--- src/rtl/keypad_scanner_if.sv ---
// keypad_scanner_if: pad-side column/row lines and the code/valid output bundle of the keypad scanner
interface keypad_scanner_if;
  logic [3:0] o_col;
  logic [3:0] i_row;
  logic [3:0] o_code;
  logic       o_code_vld;
  modport master (output o_col, o_code, o_code_vld, input i_row);
  modport slave (input o_col, o_code, o_code_vld, output i_row);
endinterface

--- src/rtl/keypad_scanner.sv ---
// keypad_scanner: scans a 4x4 active-low keypad, debounces whole frames and strobes one code per press
module keypad_scanner #(
  parameter int SCAN_DIV = 1000,
  parameter int DEBOUNCE = 8
) (
  input logic             i_clk,
  input logic             i_rst_n,
  keypad_scanner_if.master kp
);
  localparam int SW = $clog2(SCAN_DIV);
  localparam int CW = $clog2(DEBOUNCE + 1);
  // entry {row,col} holds the code of that key; rows top to bottom, columns left to right
  localparam logic [63:0] KEYMAP = 64'hDF0E_C987_B654_A321;
  typedef enum logic [1:0] {IDLE, PRESS, HELD, RELEASE} state_t;
  state_t          state;
  logic [SW-1:0]   slot;
  logic [1:0]      col_idx;
  logic [3:0]      row_m, row_s;
  logic [11:0]     frame;
  logic [3:0]      cand;
  logic [CW-1:0]   cnt;
  logic [15:0]     closed;
  logic [4:0]      n_closed;
  logic [3:0]      hit_code;
  logic            sample, frame_end, none, single;
  // classify the frame formed by columns 0..2 plus the column-3 sample being taken now
  always_comb begin
    sample = slot == SW'(SCAN_DIV - 1);
    frame_end = sample && col_idx == 2'd3;
    closed = ~{row_s, frame};
    n_closed = 5'd0;
    hit_code = 4'h0;
    for (int i = 0; i < 16; i++) begin
      if (closed[i]) begin
        n_closed = n_closed + 5'd1;
        hit_code = KEYMAP[{i[1:0], i[3:2], 2'b00} +: 4];
      end
    end
    none = n_closed == 5'd0;
    single = n_closed == 5'd1;
  end
  // two-flop synchroniser for the asynchronous row pads
  always_ff @(posedge i_clk or negedge i_rst_n) begin
    if (!i_rst_n) begin
      row_m <= 4'hF;
      row_s <= 4'hF;
    end else begin
      row_m <= kp.i_row;
      row_s <= row_m;
    end
  end
  // slot timing, column rotation and per-column row capture in the last slot cycle
  always_ff @(posedge i_clk or negedge i_rst_n) begin
    if (!i_rst_n) begin
      slot <= '0;
      col_idx <= 2'd0;
      kp.o_col <= 4'b1110;
      frame <= 12'hFFF;
    end else begin
      slot <= sample ? '0 : slot + SW'(1);
      if (sample) begin
        col_idx <= col_idx + 2'd1;
        kp.o_col <= {kp.o_col[2:0], kp.o_col[3]};
        frame <= {row_s, frame[11:4]};
      end
    end
  end
  // press/release debounce FSM, stepped once per frame; emits only on entry to HELD from IDLE/PRESS
  always_ff @(posedge i_clk or negedge i_rst_n) begin
    if (!i_rst_n) begin
      state <= IDLE;
      cand <= 4'h0;
      cnt <= '0;
      kp.o_code <= 4'h0;
      kp.o_code_vld <= 1'b0;
    end else begin
      kp.o_code_vld <= 1'b0;
      if (frame_end) begin
        case (state)
          IDLE: if (single) begin
            cand <= hit_code;
            cnt <= CW'(1);
            state <= (DEBOUNCE == 1) ? HELD : PRESS;
            if (DEBOUNCE == 1) begin
              kp.o_code <= hit_code;
              kp.o_code_vld <= 1'b1;
            end
          end
          PRESS: if (!single) state <= IDLE;
          else if (hit_code != cand) begin
            cand <= hit_code;
            cnt <= CW'(1);
          end else begin
            cnt <= cnt + CW'(1);
            if (cnt + CW'(1) >= CW'(DEBOUNCE)) begin
              state <= HELD;
              kp.o_code <= cand;
              kp.o_code_vld <= 1'b1;
            end
          end
          HELD: if (none) begin
            cnt <= CW'(1);
            state <= (DEBOUNCE == 1) ? IDLE : RELEASE;
          end
          RELEASE: if (!none) state <= HELD;
          else if (cnt + CW'(1) >= CW'(DEBOUNCE)) state <= IDLE;
          else cnt <= cnt + CW'(1);
        endcase
      end
    end
  end
endmodule

--- src/flat_wrapper.sv ---
// flat-port wrapper written by rule: the top's interface ports become plain ports
module keypad_scanner_flat 
#(
  parameter int SCAN_DIV = 1000,
  parameter int DEBOUNCE = 8
)
  (i_clk, i_rst_n, kp_o_col, kp_o_code, kp_o_code_vld, kp_i_row);
  keypad_scanner_if kp_i ();
  input logic i_clk;
  input logic i_rst_n;
  output wire logic [$bits(kp_i.o_col)-1:0] kp_o_col;
  output wire logic [$bits(kp_i.o_code)-1:0] kp_o_code;
  output wire logic [$bits(kp_i.o_code_vld)-1:0] kp_o_code_vld;
  input wire logic [$bits(kp_i.i_row)-1:0] kp_i_row;
  assign kp_o_col = kp_i.o_col;
  assign kp_o_code = kp_i.o_code;
  assign kp_o_code_vld = kp_i.o_code_vld;
  assign kp_i.i_row = kp_i_row;
  keypad_scanner #(.SCAN_DIV(SCAN_DIV), .DEBOUNCE(DEBOUNCE)) u_core (.i_clk(i_clk), .i_rst_n(i_rst_n), .kp(kp_i));
endmodule
--- config.mk ---
export PLATFORM = sky130hd
export DESIGN_NAME = keypad_scanner_flat
export DESIGN_NICKNAME = d
export VERILOG_FILES = /design/src/rtl/keypad_scanner_if.sv /design/src/rtl/keypad_scanner.sv /design/src/flat_wrapper.sv
export SDC_FILE = /design/constraint.sdc
export NUM_CORES = 1
export LEC_CHECK = 0
export BUFFER_PORTS_ARGS = -buffer_cell sky130_fd_sc_hd__buf_2
export CORE_ASPECT_RATIO = 1.4
export CORE_MARGIN = 1
export CORE_UTILIZATION = 40
export CTS_CLUSTER_DIAMETER = 60
export CTS_CLUSTER_SIZE = 28
export DETAILED_ROUTE_END_ITERATION = 8
export PLACE_DENSITY = 0.54
export RECOVER_POWER = 25
export SLEW_MARGIN = 40
export SYNTH_ARGS = -nofsm -noshare
export SYNTH_HDL_FRONTEND = slang
export SYNTH_SLANG_ARGS = --single-unit
--- constraint.sdc ---
create_clock -name i_clk -period 14.25 [get_ports i_clk]
set_input_delay 0.7125 -clock i_clk [delete_from_list [all_inputs] [get_ports i_clk]]
set_output_delay 0.7125 -clock i_clk [all_outputs]
set_load 0.01 [all_outputs]
==> results of run 1 <==
placed cells by master, fill, tap and decap left out, types with 6 or more instances in the layout:
cell type	count
nand2b_1	6
a31oi_1	10
and2_1	7
xor2_1	19
and3_1	7
xnor2_1	33
ha_1	19
nand2_1	75
nor2b_1	19
dfstp_2	23
nand3_1	13
a21oi_1	11
or3_1	7
buf_2	14
dfrtp_1	28
mux2i_1	7
nor2_1	19
o21ai_0	23
inv_1	15
routing by layer:
metal | up-vias | global-route usage | routed length [microns] | share of wire
met4 | 0 | 0.0635 | 134 | 0.017
met5 | - | 0 | 0 | 0
li1 | 1523 | - | - | -
met3 | 8 | 0.0208 | 134 | 0.017
met2 | 29 | 0.290 | 3910 | 0.51
met1 | 1430 | 0.203 | 3480 | 0.45
state kept, by name (all words and copies together), names as in the netlist:
| register | count |
|---|---|
| u_core.frame | 12 |
| u_core.slot | 10 |
| u_core.cand | 4 |
| u_core.cnt | 4 |
| u_core.kp.o_code | 4 |
| u_core.kp.o_col | 4 |
| u_core.row_m | 4 |
| u_core.row_s | 4 |
| u_core.col_idx | 2 |
| u_core.state | 2 |
| u_core.kp.o_code_vld | 1 |
how the worst max path moves through the flow:
stage / from / endpoint / slack [ns] / cells past startpoint
3_5_place_dp: u_core.frame[0] / u_core.kp.o_code[0] / 3.07 / 50
6_report: u_core.frame[0] / u_core.kp.o_code[2] / 3.03 / 50
4_1_cts: u_core.frame[0] / u_core.kp.o_code[2] / 3.01 / 50
2_1_floorplan: u_core.frame[0] / u_core.cnt[2] / 4.14 / 50
3_3_place_gp: u_core.frame[0] / u_core.cnt[2] / 3.31 / 50
5_1_grt: u_core.frame[0] / u_core.kp.o_code[0] / 1.97 / 50
critical path, delay by kind of cell, from the launching register on:
kind | cells | cell delay (ns)
multiplexers | 4 | 1.25
buffers and inverters | 3 | 0.22
adder cells (fa/ha/maj) | 13 | 3.69
flip-flops | 1 | 0.53
AO/OA/AOI/OAI | 11 | 2.23
AND/OR/NAND/NOR | 16 | 2.54
XOR/XNOR | 3 | 0.64
report_power, final:
part	total, mW	leakage (nW)	internal [mW]	switching (mW)
clock network	0.116	0.0641	0.0653	0.0511
logic	0.0168	1.21	0.00571	0.0110
registers	0.149	0.616	0.147	0.00189
area by class of cell:
cell class	instances	area, sq um
clock buffer	7	133
clock inverter	1	7.51
fill	932	5260
inverter	15	56.3
multi-input combinational	353	2500
sequential	51	1310
tap	132	165
timing repair buffer	16	81.3
metrics by stage:
step / instances / setup slack [ns] / instance area (sq um) / util
final: 575 / 3.03 / 4250 / 0.447
after CTS: 575 / 3.01 / 4260 / 0.448
after detailed placement: 567 / 3.07 / 4120 / 0.433
after global placement: 567 / 3.31 / 4120 / 0.433
after floorplan: 436 / 4.14 / 3940 / -
after global routing: 575 / 1.97 / 4250 / 0.447
cell families after synthesis:
group	after synthesis	share of synthesized area
xor gates and xnor gates	63	0.170
AOI/OAI and AO/OA	78	0.134
muxes	15	0.0417
DFF	51	0.332
adders and majority gates	19	0.0604
and+or+nand+nor	178	0.229
buffers and inverters	32	0.0331
==> impl_metrics.json, run 1 <==
{
  "outcome": "finished, violations left",
  "violations": "capacitance limit, slew limit",
  "synthTopCellsByArea": "dfrtp_1, dfstp_2, xnor2_1",
  "synth.most_common_cell": "nand2_1",
  "clockBufferDepth": 2,
  "cts_resized": 0,
  "r2r_slack_ns": 3.03,
  "worst_pin_slew_ns": 2.71,
  "drv_cap": 1,
  "rr_worst_depth": 50,
  "first_pass_iters": 4,
  "critPathLaunchType": "flip-flop",
  "vias": 2990,
  "arrival_ns": 11.39,
  "r2r-start": "u_core.frame[0]",
  "vias_per_cell": 5.20,
  "p_per_area_nw_per_um2": 66.3,
  "synth_nets": 461,
  "min_from": "u_core.row_m[3]",
  "total_power_mw": 0.282,
  "h-tree-depth": 2,
  "period_minus_slack_ns": 11.22,
  "cp_slowest_cell": "dfstp_2",
  "hold_depth": 0,
  "synth_cells": 436,
  "area_growth_pct": 8.08,
  "yosys.area.top_type": "dfrtp_1",
  "crit_type": "flip-flop to flip-flop",
  "die_y_microns": 119,
  "grt_max_degree": 52,
  "grt_pass1_wl_microns": 13500,
  "netlist_area_sq_um": 3940,
  "cp_slowest_stage_delay_ns": 0.53,
  "synth_warnings": 0,
  "rr_endpoint": "u_core.kp.o_code[2]",
  "synth_edf_count": 0,
  "synth_seq_cells": 51,
  "avgSynthCellArea_sq_um": 9.03,
  "setup_tns_ns": 0,
  "gr-total-overflow": 0,
  "cts_setup_buffers": 0,
  "p_leak_nw": 1.89,
  "cts_made_buffers": 5,
  "max-slew-margin-rel": -0.803,
  "crit_top_cell": "ha_1",
  "end_kind": "flip-flop",
  "grt_pass1_vias": 2925,
  "drtAntennaViolNets": 0,
  "antenna_found_initial": 0,
  "async_flop_share": 1.00,
  "hold_buffers": 0,
  "slew_violations": 52,
  "cts.sinks": 51,
  "gp_congestion": 0.829,
  "die_x_microns": 85.8,
  "cts_tree": "built",
  "worstPathRequired_ns": 14.42,
  "hp-class": "flip-flop to flip-flop",
  "synth.distinct_cells": 69,
  "start_util": 0.414,
  "drt-initial-drc-count": 169,
  "crit_fanout": 7,
  "pin_count": 15,
  "hold_violations": 0,
  "yosysSeqAreaShare": 0.332,
  "skew_ns": 0.00410,
  "track_usage": 0.165,
  "drive_gt1_frac": 0.151,
  "holdPathEnd": "u_core.row_s[3]",
  "synthFlopType": "dfrtp_1",
  "core-area_sq_um": 9510,
  "cts_root_buffer": "clkbuf_16",
  "clk_latency_ns": 0.29,
  "io_buffers": 14,
  "ir_drop_mv": 0.101,
  "rows": 42,
  "diodes": 0,
  "rsz0062_at_grt": "no",
  "drc": 0,
  "clock.fmax_ghz": 0.0891,
  "synth.top_cells.by_count": "nand2_1, xnor2_1, dfrtp_1, dfstp_2, o21ai_0",
  "nets": 467,
  "dp_hpwl_microns": 5660,
  "fin_crit_sh": 0.788,
  "whs_ns": 0.355,
  "finalSetupViolations": 0,
  "synth_top_area_share": 0.178,
  "routed_wl_microns": 7660,
  "die_area_sq_um": 10200,
  "clk_pin_slew_worst_paths_ns": 0.06,
  "wl_per_cell_microns": 13.3
}
(Power assumes the default switching activity.)
==> run 2: changes to the inputs <==
--- a/config.mk
+++ b/config.mk
@@ -12,7 +12,7 @@
 export CTS_CLUSTER_DIAMETER = 60
 export CTS_CLUSTER_SIZE = 28
 export DETAILED_ROUTE_END_ITERATION = 8
-export PLACE_DENSITY = 0.54
+export PLACE_DENSITY = 0.56
 export RECOVER_POWER = 25
 export SLEW_MARGIN = 40
 export SYNTH_ARGS = -nofsm -noshare
==> constraint.sdc (replaced) <==
create_clock -name i_clk -period 9.7 [get_ports i_clk]
set_input_delay 0.485 -clock i_clk [delete_from_list [all_inputs] [get_ports i_clk]]
set_output_delay 0.485 -clock i_clk [all_outputs]
set_load 0.01 [all_outputs]
==> run 2 against run 1 <==
- power is 52% higher
- die area did not move
- design area rose by 15%
- utilization increased by 6.8 points
- global-route usage increased by 0.62 points
- highest routed layer unchanged
- first-iteration DRC count decreased by 44%
- the run still ends with capacitance limit, slew limit left
- largest power group unchanged
- clock power is 53% higher
- sequential power rose by 47%
- combinational power rose by 80%
==> impl_metrics.json, run 2 (synthesis gave the netlist of run 1 again) <==
{
  "die_area_sq_um": 10200,
  "grt_max_degree": 52,
  "final_cell_mix": "nand2_1, buf_4, xnor2_1",
  "finalSetupViolations": 0,
  "p_leak_nw": 2.15,
  "cts_root_buffer": "clkbuf_16",
  "first_pass_iters": 4,
  "die_y_microns": 119,
  "hold_violations": 0,
  "gp_congestion": 0.847,
  "max-slew-margin-rel": -0.723,
  "start_util": 0.414,
  "pin_count": 15,
  "dp_hpwl_microns": 6040,
  "outcome": "finished, violations left",
  "clk_latency_ns": 0.29,
  "crit_type": "flip-flop to flip-flop",
  "crit_top_cell": "ha_4",
  "clk_pin_slew_worst_paths_ns": 0.07,
  "grt_pass1_vias": 3043,
  "arrival_ns": 9.61,
  "p_per_area_nw_per_um2": 87.2,
  "drc": 0,
  "rows": 42,
  "grt_pass1_wl_microns": 14100,
  "crit_fanout": 4,
  "drt-initial-drc-count": 94,
  "fin_crit_sh": 0.972,
  "drive_gt1_frac": 0.313,
  "h-tree-depth": 2,
  "vias": 3147,
  "cp_slowest_stage_delay_ns": 0.55,
  "rsz0062_at_grt": "yes",
  "clock.fmax_ghz": 0.106,
  "routed_wl_microns": 8250,
  "period_minus_slack_ns": 9.42,
  "end_kind": "flip-flop",
  "worst_pin_slew_ns": 2.59,
  "track_usage": 0.171,
  "antenna_found_initial": 0,
  "nets": 506,
  "area_growth_pct": 24.6,
  "total_power_mw": 0.428,
  "vias_per_cell": 5.13,
  "die_x_microns": 85.8,
  "wl_per_cell_microns": 13.4,
  "rr_worst_depth": 48,
  "diodes": 0,
  "clockBufferDepth": 2,
  "hp-class": "input pin to flip-flop",
  "placed_area_sq_um": 4470,
  "drtAntennaViolNets": 0,
  "io_buffers": 14,
  "violations": "capacitance limit, slew limit",
  "critPathLaunchType": "flip-flop",
  "place_inst": 596,
  "cts_tree": "built",
  "layout_commonest_cell": "nand2_1",
  "ir_drop_mv": 0.187,
  "slew_violations": 52,
  "skew_ns": 0.00786,
  "fin_cells": 614,
  "hold_buffers": 0,
  "cts_made_buffers": 5,
  "cts.sinks": 51,
  "drv_cap": 1,
  "core-area_sq_um": 9510,
  "final_area_sq_um": 4900,
  "worstPathRequired_ns": 9.89,
  "reg_top3": "u_core.frame x12, u_core.slot x10",
  "largest_register_ff_count": 12,
  "hold_depth": 1,
  "largest_register": "u_core.frame",
  "gr-total-overflow": 0,
  "cp_slowest_cell": "dfstp_2"
}
==> run 2: timing repair <==
action	in CTS	in global routing
hold endpoints to repair	0	0
gates resized for setup	3	40
buffers inserted	0	10
pin swaps	1	33
endpoints found under the setup margin	4	15
==> run 2: final cells by class <==
type	instances	area, sq um
Clock buffer	5	125
Clock inverter	3	26.3
Fill cell	881	4610
Inverter	15	58.8
Multi-Input combinational cell	353	2840
Sequential cell	51	1310
Tap cell	132	165
Timing Repair Buffer	55	380
==> run 2: worst paths after layout <==
| path | start | end | slack (ns) |
|---|---|---|---|
| setup / recovery | u_core.frame[1] | u_core.cnt[2] | 0.28 |
| hold / removal | kp_i_row[1] | u_core.row_m[1] | 0.28 |
| setup reg to reg | u_core.frame[1] | u_core.cnt[2] | 0.28 |
| hold reg to reg | u_core.row_m[3] | u_core.row_s[3] | 0.36 |
| max in group asynchronous | i_rst_n | u_core.col_idx[1] | 7.23 |
| min in group asynchronous | i_rst_n | u_core.kp.o_code_vld | 0.99 |
==> run 2: layer usage <==
layer | GRT usage | up-vias | wire [microns]
met1 | 0.216 | 1509 | 3670
met3 | 0.0208 | 7 | 128
met2 | 0.304 | 30 | 4350
li1 | - | 1601 | -
met4 | 0.0469 | 0 | 97
met5 | 0 | - | 0
==> run 2: worst max-delay path, delay by kind of cell, from the launching register on <==
family,cells,cell delay [ns]
XOR/XNOR,3,0.46
buffers and inverters,3,0.15
AND/OR/NAND/NOR,15,2.34
flip-flops,1,0.55
AO/OA/AOI/OAI,12,1.92
multiplexers,3,0.75
adder cells (fa/ha/maj),12,3.12
==> run 2: metrics by stage <==
step                setup TNS [ns]  utilization  hold slack, ns  setup WS, ns
finish                           0        0.516           0.285         0.276
detailed placement               0        0.470           0.347       0.00579
floorplan                        0            -           0.189       0.00839
global placement                 0        0.470           0.346         0.144
CTS                              0        0.488           0.224       0.00119
global route                 -1.32        0.516           0.275        -0.172
==> run 2: power by group <==
group	leakage [nW]	switching (mW)	total, mW	internal, mW
clock	0.0748	0.0804	0.178	0.0979
combinational	1.46	0.0184	0.0303	0.0119
sequential	0.616	0.00304	0.219	0.216
total	2.15	0.102	0.428	0.326
==> run 3: changes to the inputs <==
--- a/config.mk
+++ b/config.mk
@@ -5,14 +5,15 @@
 export SDC_FILE = /design/constraint.sdc
 export NUM_CORES = 1
 export LEC_CHECK = 0
+export ABC_AREA = 1
 export BUFFER_PORTS_ARGS = -buffer_cell sky130_fd_sc_hd__buf_2
 export CORE_ASPECT_RATIO = 1.4
 export CORE_MARGIN = 1
 export CORE_UTILIZATION = 40
+export CTS_BUF_LIST = sky130_fd_sc_hd__clkbuf_8
 export CTS_CLUSTER_DIAMETER = 60
 export CTS_CLUSTER_SIZE = 28
 export DETAILED_ROUTE_END_ITERATION = 8
-export PLACE_DENSITY = 0.56
 export RECOVER_POWER = 25
 export SLEW_MARGIN = 40
 export SYNTH_ARGS = -nofsm -noshare
==> run 3 against run 2 <==
- the flow still finishes with violations (capacitance limit, slew limit)
- register-to-register slack gained 0.39 ns
- flip-flop and latch count is the same
- global-route usage shrank 0.091 points
- largest cell class unchanged
==> impl_metrics.json, run 3 <==
{
  "clock.fmax_ghz": 0.111,
  "vias_per_cell": 4.81,
  "critPathLaunchType": "flip-flop",
  "synth_cells": 653,
  "die_x_microns": 89.4,
  "seq_area_sq_um": 1310,
  "n_fill_cell": 1065,
  "reg_top3": "u_core.frame x12, u_core.slot x10",
  "gp_congestion": 0.896,
  "dp_hpwl_microns": 6690,
  "final_cell_mix": "nand2_1, inv_1, nor2_1",
  "track_usage": 0.170,
  "cp_slowest_cell": "dfstp_2",
  "cp_slowest_stage_delay_ns": 0.57,
  "synth_nets": 678,
  "violations": "capacitance limit, slew limit",
  "rows": 44,
  "async_flop_share": 1.00,
  "first_pass_iters": 4,
  "io_buffers": 14,
  "arrival_ns": 9.22,
  "synth.distinct_cells": 37,
  "clk_latency_ns": 0.32,
  "gr-total-overflow": 0,
  "synth_warnings": 0,
  "synthFlopType": "dfrtp_1",
  "cts.sinks": 51,
  "grt_pass1_wl_microns": 15500,
  "place_inst": 794,
  "largest_register": "u_core.frame",
  "synth.most_common_cell": "nand2_1",
  "end_kind": "flip-flop",
  "skew_ns": 0.0131,
  "ir_drop_mv": 0.145,
  "area_growth_pct": 8.33,
  "cts_root_buffer": "clkbuf_8",
  "synth_seq_cells": 51,
  "cts_tree": "built",
  "outcome": "finished, violations left",
  "drt-initial-drc-count": 205,
  "crit_type": "flip-flop to flip-flop",
  "grt_pass1_vias": 3792,
  "period_minus_slack_ns": 9.03,
  "core-area_sq_um": 10400,
  "layout_commonest_cell": "nand2_1",
  "nets": 692,
  "worst_pin_slew_ns": 2.65,
  "hp-class": "input pin to flip-flop",
  "drive_gt1_frac": 0.204,
  "avgSynthCellArea_sq_um": 6.56,
  "fin_crit_sh": 0.931,
  "synth_top_area_share": 0.171,
  "p_per_area_nw_per_um2": 80.1,
  "p_leak_nw": 2.56,
  "finalSetupViolations": 0,
  "largest_register_ff_count": 12,
  "drv_cap": 1,
  "max-slew-margin-rel": -0.768,
  "clk_pin_slew_worst_paths_ns": 0.10,
  "vias": 3877,
  "slew_violations": 52,
  "crit_top_cell": "ha_1",
  "hold_buffers": 0,
  "fin_cells": 806,
  "yosysSeqAreaShare": 0.305,
  "synthTopCellsByArea": "nand2_1, dfrtp_1, dfstp_2",
  "diodes": 0,
  "grt_max_degree": 52,
  "synth.top_cells.by_count": "nand2_1, inv_1, nor2_1, nand3_1, nand2_2",
  "routed_wl_microns": 8410,
  "drtAntennaViolNets": 0,
  "die_y_microns": 124,
  "clockBufferDepth": 2,
  "h-tree-depth": 2,
  "hold_violations": 0,
  "drc": 0,
  "crit_fanout": 8,
  "path_buf_inv": 10,
  "synth_edf_count": 0,
  "final_util": 0.446,
  "pin_count": 15,
  "multi_input_area_sq_um": 2510,
  "start_util": 0.411,
  "worstPathRequired_ns": 9.88,
  "cts_made_buffers": 5,
  "wl_per_cell_microns": 10.4,
  "netlist_area_sq_um": 4280,
  "antenna_found_initial": 0,
  "yosys.area.top_type": "nand2_1",
  "die_area_sq_um": 11100,
  "crit_family": "adder cells"
}
-- run 3: what timing repair did --
| action | in CTS | in global routing |
|---|---|---|
| gates resized for setup | 0 | 11 |
| setup buffers | 0 | 4 |
| endpoints found under the setup margin | 0 | 15 |
-- run 3: cell type report --
| class | instances | share of cell area |
|---|---|---|
| multi-input combinational | 470 | 0.540 |
| sequential | 51 | 0.281 |
| inverter | 120 | 0.0977 |
| tap | 138 | 0.0372 |
| timing repair buffer | 19 | 0.0229 |
| clock buffer | 5 | 0.0148 |
| clock inverter | 3 | 0.00566 |
-- run 3: worst reg2reg max path, delay by kind of cell, from the launching register on --
| family | cells | cell delay (ns) |
|---|---|---|
| simple gates | 31 | 3.74 |
| fa+ha+maj | 14 | 3.81 |
| flops | 1 | 0.57 |
| compound gates | 3 | 0.20 |
| buf+inv | 10 | 0.60 |
-- run 3: per-layer routing --
layer  global-route usage  wire length [microns]  share of wire  vias up
met3               0.0166                    121          0.014       18
met5                    0                      0              0        -
met1                0.204                   3770           0.45     1753
met4               0.0719                    256          0.030        0
met2                0.300                   4250           0.51       37
li1                     -                      -              -     2069
-- run 3: worst paths after layout --
path | to | cells past startpoint | start | slack, ns
min in group asynchronous | u_core.cnt[3] | 1 | i_rst_n | 1.00
min | u_core.row_m[2] | 1 | kp_i_row[2] | 0.25
max | u_core.cand[1] | 58 | u_core.frame[1] | 0.67
max in group asynchronous | u_core.kp.o_code[1] | 1 | i_rst_n | 7.21
max reg2reg | u_core.cand[1] | 58 | u_core.frame[1] | 0.67
min reg2reg | u_core.row_s[3] | 0 | u_core.row_m[3] | 0.36
-- run 3: cell families (layout without fill, tap and decap cells) --
| kind of cell | after synthesis | after routing | share of synthesized area |
|---|---|---|---|
| and+or+nand+nor | 393 | 393 | 0.438 |
| buffers and inverters | 132 | 147 | 0.120 |
| AOI/OAI and AO/OA | 52 | 52 | 0.0696 |
| DFF | 51 | 51 | 0.305 |
| adders and majority gates | 19 | 19 | 0.0555 |
| xor gates and xnor gates | 6 | 6 | 0.0123 |
-- run 3: through the flow --
step	hold slack [ns]	power (mW)	instance area (sq um)	setup WS [ns]	TNS, ns
floorplan	0.189	0.238	4280	1.04	0
finish	0.253	0.371	4640	0.666	0
CTS	0.188	0.380	4570	0.375	0
global placement	0.346	0.247	4480	0.706	0
detailed placement	0.347	0.247	4480	0.442	0
global route	0.229	0.393	4640	-0.0293	-0.168
-- run 3: power by group --
part	internal [mW]	leakage (nW)	total, mW	switching, mW
Combinational	0.00780	1.89	0.0251	0.0173
Clock	0.0532	0.0506	0.128	0.0751
Sequential	0.216	0.616	0.218	0.00202
Total	0.277	2.56	0.371	0.0945
